## src/rtl/core_pkg.sv

```systemverilog
// rtl/core_pkg.sv - shared writeback entry type, datapath widths and FIFO depth check
package core_pkg;

  localparam int XLEN  = 32;
  localparam int RF_AW = 4;

  typedef struct packed {
    logic [RF_AW-1:0] rd;
    logic [XLEN-1:0]  wdata;
    logic             wb;
    logic [XLEN-1:0]  dnpc;
    logic             jump;
    logic             branch;
  } wb_entry_t;

  function automatic bit is_pow2(input int d);
    return (d >= 1) && ((d & (d - 1)) == 0);
  endfunction

endpackage

```

## src/rtl/wbu_buf_if.sv

```systemverilog
// rtl/wbu_buf_if.sv - LSU/IFU/register-file bundle of wbu_buf; WBU_FWD_EN adds the forwarding port
interface wbu_buf_if
  import core_pkg::*;
#(
  parameter int RET_W = 64
);

  logic             in_valid;
  logic             in_ready;
  logic [RF_AW-1:0] in_rd;
  logic [XLEN-1:0]  in_wdata;
  logic             in_wb;
  logic [XLEN-1:0]  in_dnpc;
  logic             in_jump;
  logic             in_branch;
  logic             out_valid;
  logic             out_ready;
  logic [XLEN-1:0]  out_dnpc;
  logic             out_jump;
  logic             out_branch;
  logic             flush;
  logic             rf_we;
  logic [RF_AW-1:0] rf_rd;
  logic [XLEN-1:0]  rf_wdata;
  logic [RET_W-1:0] retired;
`ifdef WBU_FWD_EN
  logic [RF_AW-1:0] fwd_rs;
  logic             fwd_hit;
  logic [XLEN-1:0]  fwd_data;
`endif

  modport slave (
    input  in_valid, in_rd, in_wdata, in_wb, in_dnpc, in_jump, in_branch,
    input  out_ready, flush,
    output in_ready, out_valid, out_dnpc, out_jump, out_branch,
    output rf_we, rf_rd, rf_wdata, retired
`ifdef WBU_FWD_EN
    , input fwd_rs, output fwd_hit, fwd_data
`endif
  );

  modport master (
    output in_valid, in_rd, in_wdata, in_wb, in_dnpc, in_jump, in_branch,
    output out_ready, flush,
    input  in_ready, out_valid, out_dnpc, out_jump, out_branch,
    input  rf_we, rf_rd, rf_wdata, retired
`ifdef WBU_FWD_EN
    , output fwd_rs, input fwd_hit, fwd_data
`endif
  );

endinterface

```

## src/rtl/wbu_fifo.sv

```systemverilog
// rtl/wbu_fifo.sv - storage FIFO of wb_entry_t with push/pop/flush; WBU_FWD_EN adds the buffered-entry search
module wbu_fifo
  import core_pkg::*;
#(
  parameter int DEPTH = 2
) (
  input  logic                         clock,
  input  logic                         reset,
  input  logic                         push_i,
  input  wb_entry_t                    push_data_i,
  input  logic                         pop_i,
  input  logic                         flush_i,
  output logic                         full_o,
  output logic [$clog2(DEPTH+1)-1:0]   count_o,
  output wb_entry_t                    head_o
`ifdef WBU_FWD_EN
  ,
  input  logic [RF_AW-1:0]             fwd_rs_i,
  output logic                         fwd_hit_o,
  output logic [XLEN-1:0]              fwd_data_o
`endif
);

  localparam int PTR_W = (DEPTH > 1) ? $clog2(DEPTH) : 1;
  localparam int CNT_W = $clog2(DEPTH + 1);

  if (!is_pow2(DEPTH)) begin : g_bad_depth
    $error("wbu_fifo: DEPTH must be a power of two");
  end

  wb_entry_t        mem_q [DEPTH];
  logic [CNT_W-1:0] count_q, count_d;
  logic [PTR_W-1:0] rd_idx, wr_idx;
  logic             do_push, do_pop;

  assign full_o  = (count_q == CNT_W'(DEPTH));
  assign count_o = count_q;
  assign head_o  = mem_q[rd_idx];

  // Flush wins over both sides; the guards here keep the FIFO safe whatever the caller does.
  assign do_push = push_i && !full_o && !flush_i;
  assign do_pop  = pop_i && (count_q != '0) && !flush_i;

  if (DEPTH == 1) begin : g_single
    assign rd_idx = '0;
    assign wr_idx = '0;
  end else begin : g_ring
    logic [PTR_W-1:0] rd_ptr_q, wr_ptr_q;
    always_ff @(posedge clock or negedge reset) begin
      if (!reset) begin
        rd_ptr_q <= '0;
        wr_ptr_q <= '0;
      end else if (flush_i) begin
        rd_ptr_q <= '0;
        wr_ptr_q <= '0;
      end else begin
        if (do_push) wr_ptr_q <= wr_ptr_q + PTR_W'(1);
        if (do_pop)  rd_ptr_q <= rd_ptr_q + PTR_W'(1);
      end
    end
    assign rd_idx = rd_ptr_q;
    assign wr_idx = wr_ptr_q;
  end

  always_comb begin
    count_d = count_q;
    if (flush_i)                count_d = '0;
    else if (do_push && !do_pop) count_d = count_q + CNT_W'(1);
    else if (!do_push && do_pop) count_d = count_q - CNT_W'(1);
  end

  always_ff @(posedge clock or negedge reset) begin
    if (!reset) begin
      count_q <= '0;
      for (int i = 0; i < DEPTH; i++) mem_q[i] <= '0;
    end else begin
      count_q <= count_d;
      if (do_push) mem_q[wr_idx] <= push_data_i;
    end
  end

`ifdef WBU_FWD_EN
  // Walk oldest to youngest so the last match, i.e. the youngest, wins.
  always_comb begin
    logic [PTR_W-1:0] idx;
    idx        = '0;
    fwd_hit_o  = 1'b0;
    fwd_data_o = '0;
    for (int k = 0; k < DEPTH; k++) begin
      idx = rd_idx + PTR_W'(k);
      if ((CNT_W'(k) < count_q) && mem_q[idx].wb &&
          (mem_q[idx].rd == fwd_rs_i) && (fwd_rs_i != '0)) begin
        fwd_hit_o  = 1'b1;
        fwd_data_o = mem_q[idx].wdata;
      end
    end
  end
`endif

endmodule

```

## src/rtl/wbu_buf.sv

```systemverilog
// rtl/wbu_buf.sv - writeback buffer: entry FIFO, commit register, retired counter; WBU_FWD_EN adds forwarding
module wbu_buf
  import core_pkg::*;
#(
  parameter int DEPTH = 2,
  parameter int RET_W = 64
) (
  input logic      clock,
  input logic      reset,
  wbu_buf_if.slave bus
);

  localparam int CNT_W = $clog2(DEPTH + 1);

  wb_entry_t        push_entry, head;
  logic             fifo_full;
  logic [CNT_W-1:0] fifo_count;
  logic             in_ready, out_valid, push, pop;

  logic             rf_we_q, rf_we_d;
  logic [RF_AW-1:0] rf_rd_q, rf_rd_d;
  logic [XLEN-1:0]  rf_wdata_q, rf_wdata_d;
  logic [RET_W-1:0] retired_q, retired_d;

`ifdef WBU_FWD_EN
  logic             buf_hit;
  logic [XLEN-1:0]  buf_data;
`endif

  always_comb begin
    push_entry        = '0;
    push_entry.rd     = bus.in_rd;
    push_entry.wdata  = bus.in_wdata;
    push_entry.wb     = bus.in_wb;
    push_entry.dnpc   = bus.in_dnpc;
    push_entry.jump   = bus.in_jump;
    push_entry.branch = bus.in_branch;
  end

  // in_ready looks only at stored occupancy so IFU back-pressure never reaches LSU in the same cycle.
  assign in_ready  = reset && !fifo_full && !bus.flush;
  assign out_valid = (fifo_count != '0);
  assign push      = bus.in_valid && in_ready;
  assign pop       = out_valid && bus.out_ready && !bus.flush;

  wbu_fifo #(.DEPTH(DEPTH)) u_fifo (
    .clock       (clock),
    .reset       (reset),
    .push_i      (push),
    .push_data_i (push_entry),
    .pop_i       (pop),
    .flush_i     (bus.flush),
    .full_o      (fifo_full),
    .count_o     (fifo_count),
    .head_o      (head)
`ifdef WBU_FWD_EN
    ,
    .fwd_rs_i    (bus.fwd_rs),
    .fwd_hit_o   (buf_hit),
    .fwd_data_o  (buf_data)
`endif
  );

  assign bus.in_ready   = in_ready;
  assign bus.out_valid  = out_valid;
  assign bus.out_dnpc   = out_valid ? head.dnpc : '0;
  assign bus.out_jump   = out_valid && head.jump;
  assign bus.out_branch = out_valid && head.branch;

  // x0 writes are dropped here rather than at the register file.
  always_comb begin
    rf_we_d    = 1'b0;
    rf_rd_d    = '0;
    rf_wdata_d = '0;
    retired_d  = retired_q;
    if (pop) begin
      retired_d = retired_q + RET_W'(1);
      if (head.wb && (head.rd != '0)) begin
        rf_we_d    = 1'b1;
        rf_rd_d    = head.rd;
        rf_wdata_d = head.wdata;
      end
    end
  end

  always_ff @(posedge clock or negedge reset) begin
    if (!reset) begin
      rf_we_q    <= 1'b0;
      rf_rd_q    <= '0;
      rf_wdata_q <= '0;
      retired_q  <= '0;
    end else begin
      rf_we_q    <= rf_we_d;
      rf_rd_q    <= rf_rd_d;
      rf_wdata_q <= rf_wdata_d;
      retired_q  <= retired_d;
    end
  end

  assign bus.rf_we    = rf_we_q;
  assign bus.rf_rd    = rf_rd_q;
  assign bus.rf_wdata = rf_wdata_q;
  assign bus.retired  = retired_q;

`ifdef WBU_FWD_EN
  // Buffered entries are younger than the one already in the write stage.
  always_comb begin
    bus.fwd_hit  = 1'b0;
    bus.fwd_data = '0;
    if (buf_hit) begin
      bus.fwd_hit  = 1'b1;
      bus.fwd_data = buf_data;
    end else if (rf_we_q && (rf_rd_q == bus.fwd_rs) && (bus.fwd_rs != '0)) begin
      bus.fwd_hit  = 1'b1;
      bus.fwd_data = rf_wdata_q;
    end
  end
`endif

endmodule

```

## src/flat_wrapper.sv

```systemverilog
// flat-port wrapper written by rule: the top's interface ports become plain ports
module wbu_buf_flat import core_pkg::*;
#(
  parameter int DEPTH = 2,
  parameter int RET_W = 64
)
  (clock, reset, bus_in_valid, bus_in_rd, bus_in_wdata, bus_in_wb, bus_in_dnpc, bus_in_jump, bus_in_branch, bus_out_ready, bus_flush, bus_in_ready, bus_out_valid, bus_out_dnpc, bus_out_jump, bus_out_branch, bus_rf_we, bus_rf_rd, bus_rf_wdata, bus_retired);
  wbu_buf_if #(.RET_W(RET_W)) bus_i ();
  input logic clock;
  input logic reset;
  input wire logic [$bits(bus_i.in_valid)-1:0] bus_in_valid;
  input wire logic [$bits(bus_i.in_rd)-1:0] bus_in_rd;
  input wire logic [$bits(bus_i.in_wdata)-1:0] bus_in_wdata;
  input wire logic [$bits(bus_i.in_wb)-1:0] bus_in_wb;
  input wire logic [$bits(bus_i.in_dnpc)-1:0] bus_in_dnpc;
  input wire logic [$bits(bus_i.in_jump)-1:0] bus_in_jump;
  input wire logic [$bits(bus_i.in_branch)-1:0] bus_in_branch;
  input wire logic [$bits(bus_i.out_ready)-1:0] bus_out_ready;
  input wire logic [$bits(bus_i.flush)-1:0] bus_flush;
  output wire logic [$bits(bus_i.in_ready)-1:0] bus_in_ready;
  output wire logic [$bits(bus_i.out_valid)-1:0] bus_out_valid;
  output wire logic [$bits(bus_i.out_dnpc)-1:0] bus_out_dnpc;
  output wire logic [$bits(bus_i.out_jump)-1:0] bus_out_jump;
  output wire logic [$bits(bus_i.out_branch)-1:0] bus_out_branch;
  output wire logic [$bits(bus_i.rf_we)-1:0] bus_rf_we;
  output wire logic [$bits(bus_i.rf_rd)-1:0] bus_rf_rd;
  output wire logic [$bits(bus_i.rf_wdata)-1:0] bus_rf_wdata;
  output wire logic [$bits(bus_i.retired)-1:0] bus_retired;
  assign bus_i.in_valid = bus_in_valid;
  assign bus_i.in_rd = bus_in_rd;
  assign bus_i.in_wdata = bus_in_wdata;
  assign bus_i.in_wb = bus_in_wb;
  assign bus_i.in_dnpc = bus_in_dnpc;
  assign bus_i.in_jump = bus_in_jump;
  assign bus_i.in_branch = bus_in_branch;
  assign bus_i.out_ready = bus_out_ready;
  assign bus_i.flush = bus_flush;
  assign bus_in_ready = bus_i.in_ready;
  assign bus_out_valid = bus_i.out_valid;
  assign bus_out_dnpc = bus_i.out_dnpc;
  assign bus_out_jump = bus_i.out_jump;
  assign bus_out_branch = bus_i.out_branch;
  assign bus_rf_we = bus_i.rf_we;
  assign bus_rf_rd = bus_i.rf_rd;
  assign bus_rf_wdata = bus_i.rf_wdata;
  assign bus_retired = bus_i.retired;
  wbu_buf #(.DEPTH(DEPTH), .RET_W(RET_W)) u_core (.clock(clock), .reset(reset), .bus(bus_i));
endmodule
```

## config.mk

```make
export PLATFORM = sky130hd
export DESIGN_NAME = wbu_buf_flat
export DESIGN_NICKNAME = d
export VERILOG_FILES = /design/src/rtl/core_pkg.sv /design/src/rtl/wbu_buf_if.sv /design/src/rtl/wbu_fifo.sv /design/src/rtl/wbu_buf.sv /design/src/flat_wrapper.sv
export SDC_FILE = /design/constraint.sdc
export NUM_CORES = 1
export LEC_CHECK = 0
export CORE_MARGIN = 2
export CORE_UTILIZATION = 40
export DETAILED_ROUTE_END_ITERATION = 10
export DONT_BUFFER_PORTS = 1
export GPL_TIMING_DRIVEN = 0
export PLACE_DENSITY = 0.63
export SLEW_MARGIN = 30
export SYNTH_ARGS = -nofsm -noshare
export SYNTH_HDL_FRONTEND = slang
export SYNTH_HIERARCHICAL = 1
export SYNTH_SLANG_ARGS = --single-unit
```

## constraint.sdc

```tcl
create_clock -name clock -period 2.74 [get_ports clock]
set_clock_uncertainty 0.15 [all_clocks]
set_input_delay 0.822 -clock clock [delete_from_list [all_inputs] [get_ports clock]]
set_output_delay 0.822 -clock clock [all_outputs]
set_load 0.05 [all_outputs]
```

==> flow_summary.json, run 1 <==
{
  "fillers": 2301,
  "synth_area_um2": 10800,
  "antenna_found_initial": 0,
  "grt_pass1_vias": 6725,
  "p_seq_frac": 0.480,
  "via_count": 6397,
  "synth_most_common_cell": "dfrtp_1",
  "pwr-share-comb": 0.125,
  "cp-end-kind": "register",
  "ir_drop_uv": 647,
  "violations": "hold timing, setup timing",
  "timing.hold.ws_ns": -0.167,
  "synth_edf_count": 0,
  "worstSetupPathType": "primary input to register",
  "syn-num-nets": 881,
  "status": "finished with violations",
  "antennaDiodeCount": 0,
  "grt_max_degree": 249,
  "ctsHtreeMaxLevel": 1,
  "synth.area.top_cells": "dfrtp_1, mux2_2, and2_1, xnor2_1, xor2_1",
  "r2r_slack_ns": -0.10,
  "slew_headroom": 0.520,
  "area_delta_synth_final_pct": 23.0,
  "drive_gt1_frac": 0.465,
  "swShare": 0.238,
  "timing.final.crit_share": 1.08,
  "ios": 213,
  "die_y_um": 168,
  "synthArstFlopShare": 1.00,
  "die_area_um2": 28300,
  "routedWlPerCell_um": 20.3,
  "worstReg2RegEnd": "u_core/u_fifo/mem_q[128]",
  "tns_ns": -11.28,
  "grt_overflow": 0,
  "io_buffers": 0,
  "grt_setup_unrepaired": "true",
  "p_leak_nw": 6.12,
  "rows": 60,
  "avgSynthCellArea_um2": 13.4,
  "power_density_nw_per_um2": 697,
  "crit_path_start_kind": "primary input",
  "track_usage": 0.172,
  "wl_mm": 25.0,
  "viasPerCell": 5.19,
  "drtIter0Drc": 330,
  "p_int_mw": 7.06,
  "final_nets": 950,
  "initial_core_util": 0.404,
  "fmax_mhz": 339,
  "path_max_fanout": 248,
  "yosys.area.top_type": "dfrtp_1",
  "holdCritPathClass": "primary input to asynchronous set/reset pin",
  "synth_cell_types": 42,
  "first_pass_iters": 6,
  "synth-warning-count": 6,
  "fin_crit_ns": 2.95,
  "finalHoldViolCount": 247,
  "tightest_slew_ns": 0.713,
  "drv_cap": 0,
  "dp_cells": 1145,
  "insertion_delay_ns": 0.54,
  "r2r_start": "u_core/u_fifo/count_o[1]",
  "dp_hpwl_mm": 15.6,
  "clk_pin_slew_worst_paths_ns": 0.06,
  "critical_path_required_ns": 3.01,
  "finalMaxSlewViolations": 0,
  "syn_inst": 804,
  "remaining_drc_errors": 0,
  "numCtsBuffers": 28,
  "cts_buffer_depth": 3,
  "pwr-share-clk": 0.395,
  "ant_nets": 0,
  "cts_tree": "yes",
  "stdcell_count": 1232,
  "fp.dieW_um": 168,
  "yosys_most_used_dff": "dfrtp_1",
  "finalSetupViolations": 136,
  "synth_commonest_cells": "dfrtp_1, mux2_2, and2_1",
  "place.gp.congestion": 0.788,
  "fin_ws_ns": -0.209,
  "reg2regPathDepth": 10,
  "netlist.area_leader.share": 0.572,
  "grt_pass1_wl_mm": 39.0,
  "arrival_ns": 3.21,
  "cts_root_buf": "clkbuf_16",
  "ys_seq_area_frac": 0.572,
  "switchingPower_mw": 2.20,
  "core_um2": 26700,
  "cts_sinks": 247,
  "yosys_register_bits": 247
}
cells by family (layout without fill, tap and decap cells):
family | Yosys count | count (layout) | share of synthesized area
AO/OA/AOI/OAI | 8 | 8 | 0.00417
XOR/XNOR | 64 | 64 | 0.0519
flip-flops | 247 | 247 | 0.572
multiplexers | 215 | 215 | 0.224
adder cells (fa/ha/maj) | 1 | 1 | 0.00116
buffers and inverters | 37 | 124 | 0.0188
AND/OR/NAND/NOR | 232 | 232 | 0.127
power groups by stage:
stage / clock (mW) / sequential (mW) / combinational, mW
floorplan: 0 / 4.40 / 0.783
global placement: 0 / 4.47 / 0.851
detailed placement: 0 / 4.49 / 0.871
CTS: 3.75 / 4.44 / 1.09
global route: 3.92 / 4.50 / 1.25
finish: 3.66 / 4.45 / 1.16
critical path, cell delays in order:
cell and delay, ns:
nor3b_4 0.66, and2_4 0.28, inv_4 0.04, nor4_4 0.31, buf_6 0.23, buf_12 0.13, buf_12 0.12, mux2_4 0.30
layer usage:
layer	GRT usage	routed length (um)	up-vias
li1	-	-	2933
met1	0.213	10300	3248
met2	0.280	11700	182
met3	0.0762	2640	34
met4	0.0345	367	0
met5	0	0	-
per-stage QoR:
step                      hold slack, ns   util  total power, mW  setup WS, ns  area (um^2)
after floorplan                    0.304      -             5.19        -0.260        10800
after global placement             0.313  0.421             5.32        -0.714        11200
after detailed placement           0.321  0.421             5.36        -0.769        11200
after CTS                         -0.191  0.490             9.27        -0.130        13100
after global routing              -0.197  0.497             9.67        -0.197        13300
final                             -0.167  0.497             9.26        -0.209        13300
what timing repair did:
item | CTS | global route
gates resized for setup | 185 | 64
endpoints found under the setup margin | 218 | 146
buffers inserted | 31 | 7
gates cloned | 7 | 2
pin swaps | 22 | 4
hold endpoints to repair | 247 | 247
state kept, by name, indices dropped and copies added, names as in the netlist:
name	cells
u_core/bus.retired	64
u_core/bus.rf_rd	4
u_core/bus.rf_wdata	32
u_core/bus.rf_we	1
u_core/u_fifo/count_o	2
u_core/u_fifo/g_ring.rd_ptr_q	1
u_core/u_fifo/g_ring.wr_ptr_q	1
u_core/u_fifo/mem_q	142
cell type report:
| cell class | instances | area (um^2) | share of cell area |
|---|---|---|---|
| clock inverters | 7 | 60.1 | 0.00452 |
| inverters | 6 | 30.0 | 0.00226 |
| well taps | 341 | 427 | 0.0321 |
| plain buffers | 27 | 327 | 0.0246 |
| clock buffers | 41 | 841 | 0.0633 |
| flip-flops and latches | 247 | 6220 | 0.469 |
| repair buffers | 43 | 538 | 0.0405 |
| multi-input cells | 520 | 4830 | 0.364 |
layout by cell type (no fill, tap or decap), drive strengths merged, types with 2 or more instances in the layout:
cell type,n
or2,2
clkbuf,58
inv,6
and3,11
and2,69
o21ai,2
buf,53
nor3b,2
a21oi,4
xnor2,38
xor2,26
nor3,10
clkinv,6
and4,3
mux2,214
nor2,31
dfrtp,247
nand4,22
or3,4
nand2,35
nor4,11
nand3,27
worst max-delay path by stage:
stage | startpoint | endpoint
after floorplan | bus_flush | u_core/u_fifo/mem_q[100]
after global placement | reset | u_core/u_fifo/mem_q[129]
after detailed placement | reset | u_core/u_fifo/mem_q[128]
after CTS | u_core/u_fifo/g_ring.rd_ptr_q | bus_out_dnpc[31]
after global routing | u_core/u_fifo/count_o[1] | u_core/u_fifo/mem_q[98]
final | reset | u_core/u_fifo/mem_q[128]
(Power assumes the default switching activity.)
==> inputs of run 2 (changes only) <==
CORE_UTILIZATION = 52   (was 40)
PLACE_DENSITY = 0.76   (was 0.63)
==> run 2 against run 1 <==
Effect of this change:
- the run still ends with hold timing, setup timing left
- sequential share of layout area rose by 1.0 points
- critical endpoint is now bus_out_dnpc[22]
- power fell by 3.7%
- combinational power barely moved
- non-clock buffer count fell by 8
==> flow_summary.json, run 2 (synthesized netlist as in run 1, its figures left out) <==
{
  "status": "finished with violations",
  "violations": "hold timing, setup timing",
  "timing.final.crit_share": 1.04,
  "fmax_mhz": 351,
  "viasPerCell": 5.58,
  "power_density_nw_per_um2": 688,
  "numCtsBuffers": 26,
  "tightest_slew_ns": 0.731,
  "antenna_found_initial": 1,
  "worstReg2RegEnd": "u_core/u_fifo/mem_q[124]",
  "place_area_um2": 11200,
  "cp_cell_sequence": "nor2_4 > clkinvlp_4 > buf_12 > clkbuf_16 > and2_4",
  "critical_path_required_ns": 1.77,
  "holdCritPathClass": "primary input to asynchronous set/reset pin",
  "final-seq-area_um2": 6210,
  "grt_max_degree": 249,
  "fin_ws_ns": -0.113,
  "core_um2": 20300,
  "timing.hold.ws_ns": -0.157,
  "arrival_ns": 1.88,
  "ios": 213,
  "ctsHtreeMaxLevel": 1,
  "r2r_slack_ns": -0.08,
  "cts_root_buf": "clkbuf_16",
  "grt_overflow": 0,
  "startpoint": "u_core/u_fifo/count_o[1]",
  "largest_register_ffs": 142,
  "wl_mm": 24.4,
  "final_cell_mix": "dfrtp_1, mux2_2, mux2_4, xnor2_1, clkbuf_16",
  "power_mw": 8.92,
  "drive_gt1_frac": 0.449,
  "largest_register": "u_core/u_fifo/mem_q",
  "die_area_um2": 21900,
  "fp.dieW_um": 148,
  "finalHoldViolCount": 247,
  "first_pass_iters": 4,
  "cts_buffer_depth": 3,
  "reg2regPathDepth": 9,
  "finalInstanceArea_um2": 13000,
  "rows": 52,
  "drv_cap": 0,
  "ant_nets": 0,
  "cts_tree": "yes",
  "cts_sinks": 247,
  "p_leak_nw": 5.99,
  "area_delta_synth_final_pct": 20.1,
  "ir_drop_uv": 537,
  "insertion_delay_ns": 0.52,
  "path_max_fanout": 6,
  "via_count": 6402,
  "cp-endpoint": "bus_out_dnpc[22]",
  "final_common_cell": "dfrtp_1",
  "drtIter0Drc": 214,
  "grt_pass1_wl_mm": 37.5,
  "multiInputGateArea_um2": 4820,
  "clk_pin_slew_worst_paths_ns": 0.07,
  "grt_pass1_vias": 6809,
  "cpMaxStageDelayCell": "dfrtp_2",
  "fin_crit_ns": 2.85,
  "die_y_um": 148,
  "dp_hpwl_mm": 15.0,
  "fillers": 1491,
  "slew_headroom": 0.508,
  "finalSetupViolations": 100,
  "max_stage_delay_ns": 0.47,
  "initial_core_util": 0.532,
  "fin_util": 0.639,
  "crit_path_start_kind": "register",
  "final_nets": 941,
  "tns_ns": -4.48,
  "worstSetupPathType": "register to output port",
  "io_buffers": 0,
  "track_usage": 0.214,
  "remaining_drc_errors": 0,
  "cp-end-kind": "output port",
  "place.gp.congestion": 0.815,
  "finalMaxSlewViolations": 0,
  "routedWlPerCell_um": 21.2,
  "grt_setup_unrepaired": "true",
  "r2r_start": "u_core/u_fifo/count_o[1]"
}
[run 2: cell types whose count changed in the layout (fill, tap and decap cells not counted), sizes merged]
cell      before  now
buf           53   44
bufinv         1    0
clkbuf        58   55
clkinv         6    4
clkinvlp       0    2
diode          0    1
inv            6    5
[run 2: worst min-delay path by stage]
stage               slack (ns)  depth (start not counted)                  endpoint                     start
finish                   -0.16                          0    u_core/bus.retired[47]                     reset
global route             -0.18                          0    u_core/bus.retired[53]                     reset
CTS                      -0.17                          0    u_core/bus.retired[40]                     reset
detailed placement        0.32                          1  u_core/u_fifo/mem_q[101]  u_core/u_fifo/mem_q[101]
global placement          0.32                          1   u_core/u_fifo/mem_q[78]   u_core/u_fifo/mem_q[78]
floorplan                 0.30                          1  u_core/u_fifo/mem_q[101]  u_core/u_fifo/mem_q[101]
[run 2: layout make-up]
type	count	area share
antenna	1	0.000193
buffer	29	0.0272
clock buffer	37	0.0596
clock inverter	4	0.00154
inverter	6	0.00260
multi-input combinational	520	0.372
sequential	247	0.479
tap	270	0.0260
timing repair buffer	33	0.0315
timing repair inverter	1	0.000579
[run 2: routing by layer]
metal  GRT usage  vias to the layer above  wire, um
li1            -                     2915         -
met1       0.261                     3251      9680
met2       0.350                      201     11800
met3      0.0920                       35      2440
met4      0.0595                        0       506
met5           0                        -         0
[run 2: through the flow]
stage	instances	setup WS, ns	hold slack (ns)
after floorplan	804	-0.260	0.304
after global placement	1074	-0.692	0.315
after detailed placement	1074	-0.722	0.322
after CTS	1135	-0.0783	-0.173
after global routing	1148	-0.182	-0.178
final	1148	-0.113	-0.157
[run 2: where the power goes]
part	switching, mW	internal (mW)
logic	0.386	0.770
registers	0.370	4.09
clock network	1.37	1.93
[run 2: what timing repair did]
action / CTS / global route
endpoints found under the hold margin: 247 / 247
resized for setup: 158 / 68
setup buffers: 18 / 6
pin swaps: 14 / 6
gates cloned: 4 / 6
endpoints found under the setup margin: 215 / 151
[run 2: worst max-delay path: cells and delay by family, from the launching register on]
| kind | cells | cell delay (ns) |
|---|---|---|
| flip-flops | 1 | 0.47 |
| buffers and inverters | 3 | 0.50 |
| AND/OR/NAND/NOR | 2 | 0.37 |
==> inputs of run 3 (changes only) <==
CELL_PAD_IN_SITES_DETAIL_PLACEMENT = 1   (was not set)
CELL_PAD_IN_SITES_GLOBAL_PLACEMENT = 2   (was not set)
CORE_UTILIZATION = 43   (was 52)
PLACE_DENSITY = 0.88   (was 0.76)
SLEW_MARGIN = not set   (was 30)
==> run 3 against run 2 <==
Effect of this change:
- the run still ends with hold timing, setup timing left
- worst setup slack worse by 0.034 ns
- sequential share of layout area is 2.2 points lower
- critical path depth is 1 higher
- critical path type unchanged
- fmax is 1.2% lower
- utilization is 8.3 points lower
- first-iteration DRC count is 34% higher
- combinational power is 9% higher
- register-to-register slack worse by 0.03 ns
- power is 6.3% higher
- die area is 20% higher
- sequential cell count stayed put
- hold slack worse by 0.0058 ns
==> flow_summary.json, run 3 (synthesized netlist as in run 1, its figures left out) <==
{
  "fin_crit_ns": 2.89,
  "viasPerCell": 5.34,
  "timing.final.crit_share": 1.05,
  "wl_mm": 28.2,
  "ctsHtreeMaxLevel": 1,
  "initial_core_util": 0.441,
  "path_max_fanout": 6,
  "r2r_start": "u_core/u_fifo/count_o[1]",
  "track_usage": 0.207,
  "cts_root_buf": "clkbuf_16",
  "cts_tree": "yes",
  "die_y_um": 162,
  "fmax_mhz": 346,
  "arrival_ns": 1.92,
  "dp_cells": 1128,
  "area_delta_synth_final_pct": 26.1,
  "finalMaxSlewViolations": 0,
  "final_nets": 965,
  "rows": 57,
  "ant_nets": 0,
  "cts_sinks": 247,
  "timing.hold.ws_ns": -0.162,
  "drv_cap": 0,
  "power_density_nw_per_um2": 697,
  "cp-end-kind": "output port",
  "startpoint": "u_core/u_fifo/count_o[0]",
  "pre_cts_slack_ns": -0.903,
  "final_common_cell": "dfrtp_1",
  "grt_max_degree": 249,
  "largest_register": "u_core/u_fifo/mem_q",
  "final-seq-area_um2": 6220,
  "largest_register_ffs": 142,
  "tightest_slew_ns": 0.761,
  "finalHoldViolCount": 247,
  "dp_hpwl_mm": 16.9,
  "first_pass_iters": 6,
  "finalInstanceArea_um2": 13600,
  "clk_pin_slew_worst_paths_ns": 0.06,
  "tns_ns": -8.54,
  "place.gp.congestion": 0.760,
  "antenna_found_initial": 0,
  "ios": 213,
  "slew_headroom": 0.493,
  "drtIter0Drc": 286,
  "grt_pass1_vias": 7472,
  "cts_buffer_depth": 3,
  "remaining_drc_errors": 0,
  "worstReg2RegEnd": "u_core/u_fifo/mem_q[120]",
  "final_cell_mix": "dfrtp_1, mux2_2, mux2_4, xnor2_1, clkbuf_16",
  "holdCritPathClass": "primary input to asynchronous set/reset pin",
  "critical_path_required_ns": 1.77,
  "fin_util": 0.556,
  "core_um2": 24500,
  "fp.dieW_um": 162,
  "multiInputGateArea_um2": 4900,
  "io_buffers": 0,
  "fin_ws_ns": -0.147,
  "die_area_um2": 26400,
  "drive_gt1_frac": 0.467,
  "power_mw": 9.48,
  "stdcell_count": 1230,
  "r2r_slack_ns": -0.11,
  "worstSetupPathType": "register to output port",
  "grt_pass1_wl_mm": 43.0,
  "numCtsBuffers": 28,
  "status": "finished with violations",
  "place_area_um2": 11200,
  "insertion_delay_ns": 0.54,
  "finalSetupViolations": 99,
  "routedWlPerCell_um": 22.9,
  "antennaDiodeCount": 0,
  "crit_path_start_kind": "register",
  "reg2regPathDepth": 11,
  "via_count": 6566,
  "p_leak_nw": 6.29,
  "fillers": 2345,
  "grt_setup_unrepaired": "true",
  "violations": "hold timing, setup timing",
  "ir_drop_uv": 533,
  "grt_overflow": 0
}
-- run 3: changes by cell type in the layout (fill, tap and decap cells not counted), moves of 5 or more --
cell | previous run | this run
mux2_2 | 139 | 121
mux2_4 | 75 | 93
buf_12 | 9 | 16
clkbuf_8 | 7 | 13
buf_8 | 1 | 6
-- run 3: what timing repair did --
item	in CTS	in global routing
endpoints found under the setup margin	234	175
hold endpoints to repair	247	247
cloned	14	4
pin swaps	22	17
buffers inserted	34	15
gates resized for setup	206	80
-- run 3: area by class of cell --
class	count	share of cell area
Sequential cell	247	0.457
Multi-Input combinational cell	520	0.360
Timing Repair Buffer	62	0.0640
Clock buffer	43	0.0623
Tap cell	324	0.0298
Buffer	22	0.0184
Clock inverter	5	0.00570
Inverter	6	0.00230
Timing Repair inverter	1	0.000552
-- run 3: worst max-delay path by stage --
stage / depth (start not counted) / endpoint / slack, ns
floorplan: 6 / u_core/u_fifo/mem_q[100] / -0.26
global placement: 6 / u_core/u_fifo/mem_q[100] / -0.86
detailed placement: 6 / u_core/u_fifo/mem_q[99] / -0.90
CTS: 10 / u_core/u_fifo/mem_q[105] / -0.21
global route: 6 / bus_out_dnpc[30] / -0.23
finish: 6 / bus_out_dnpc[30] / -0.15
-- run 3: per-layer routing --
metal / vias up / wire length [um] / global-route usage
li1: 2962 / - / -
met1: 3392 / 11100 / 0.239
met2: 175 / 14000 / 0.361
met3: 37 / 2450 / 0.0830
met4: 0 / 631 / 0.0503
met5: - / 0 / 0
-- run 3: worst max-delay path, cell delays in order (launching register included) --
cell	delay (ns)
dfrtp_2	0.41
buf_6	0.13
nor2_4	0.13
clkinvlp_4	0.15
buf_12	0.16
clkbuf_16	0.18
and2_4	0.21
-- run 3: report_power, final --
part | switching (mW) | internal (mW) | total [mW]
logic | 0.431 | 0.840 | 1.27
clock network | 1.45 | 2.29 | 3.74
registers | 0.381 | 4.09 | 4.47
total | 2.26 | 7.22 | 9.48
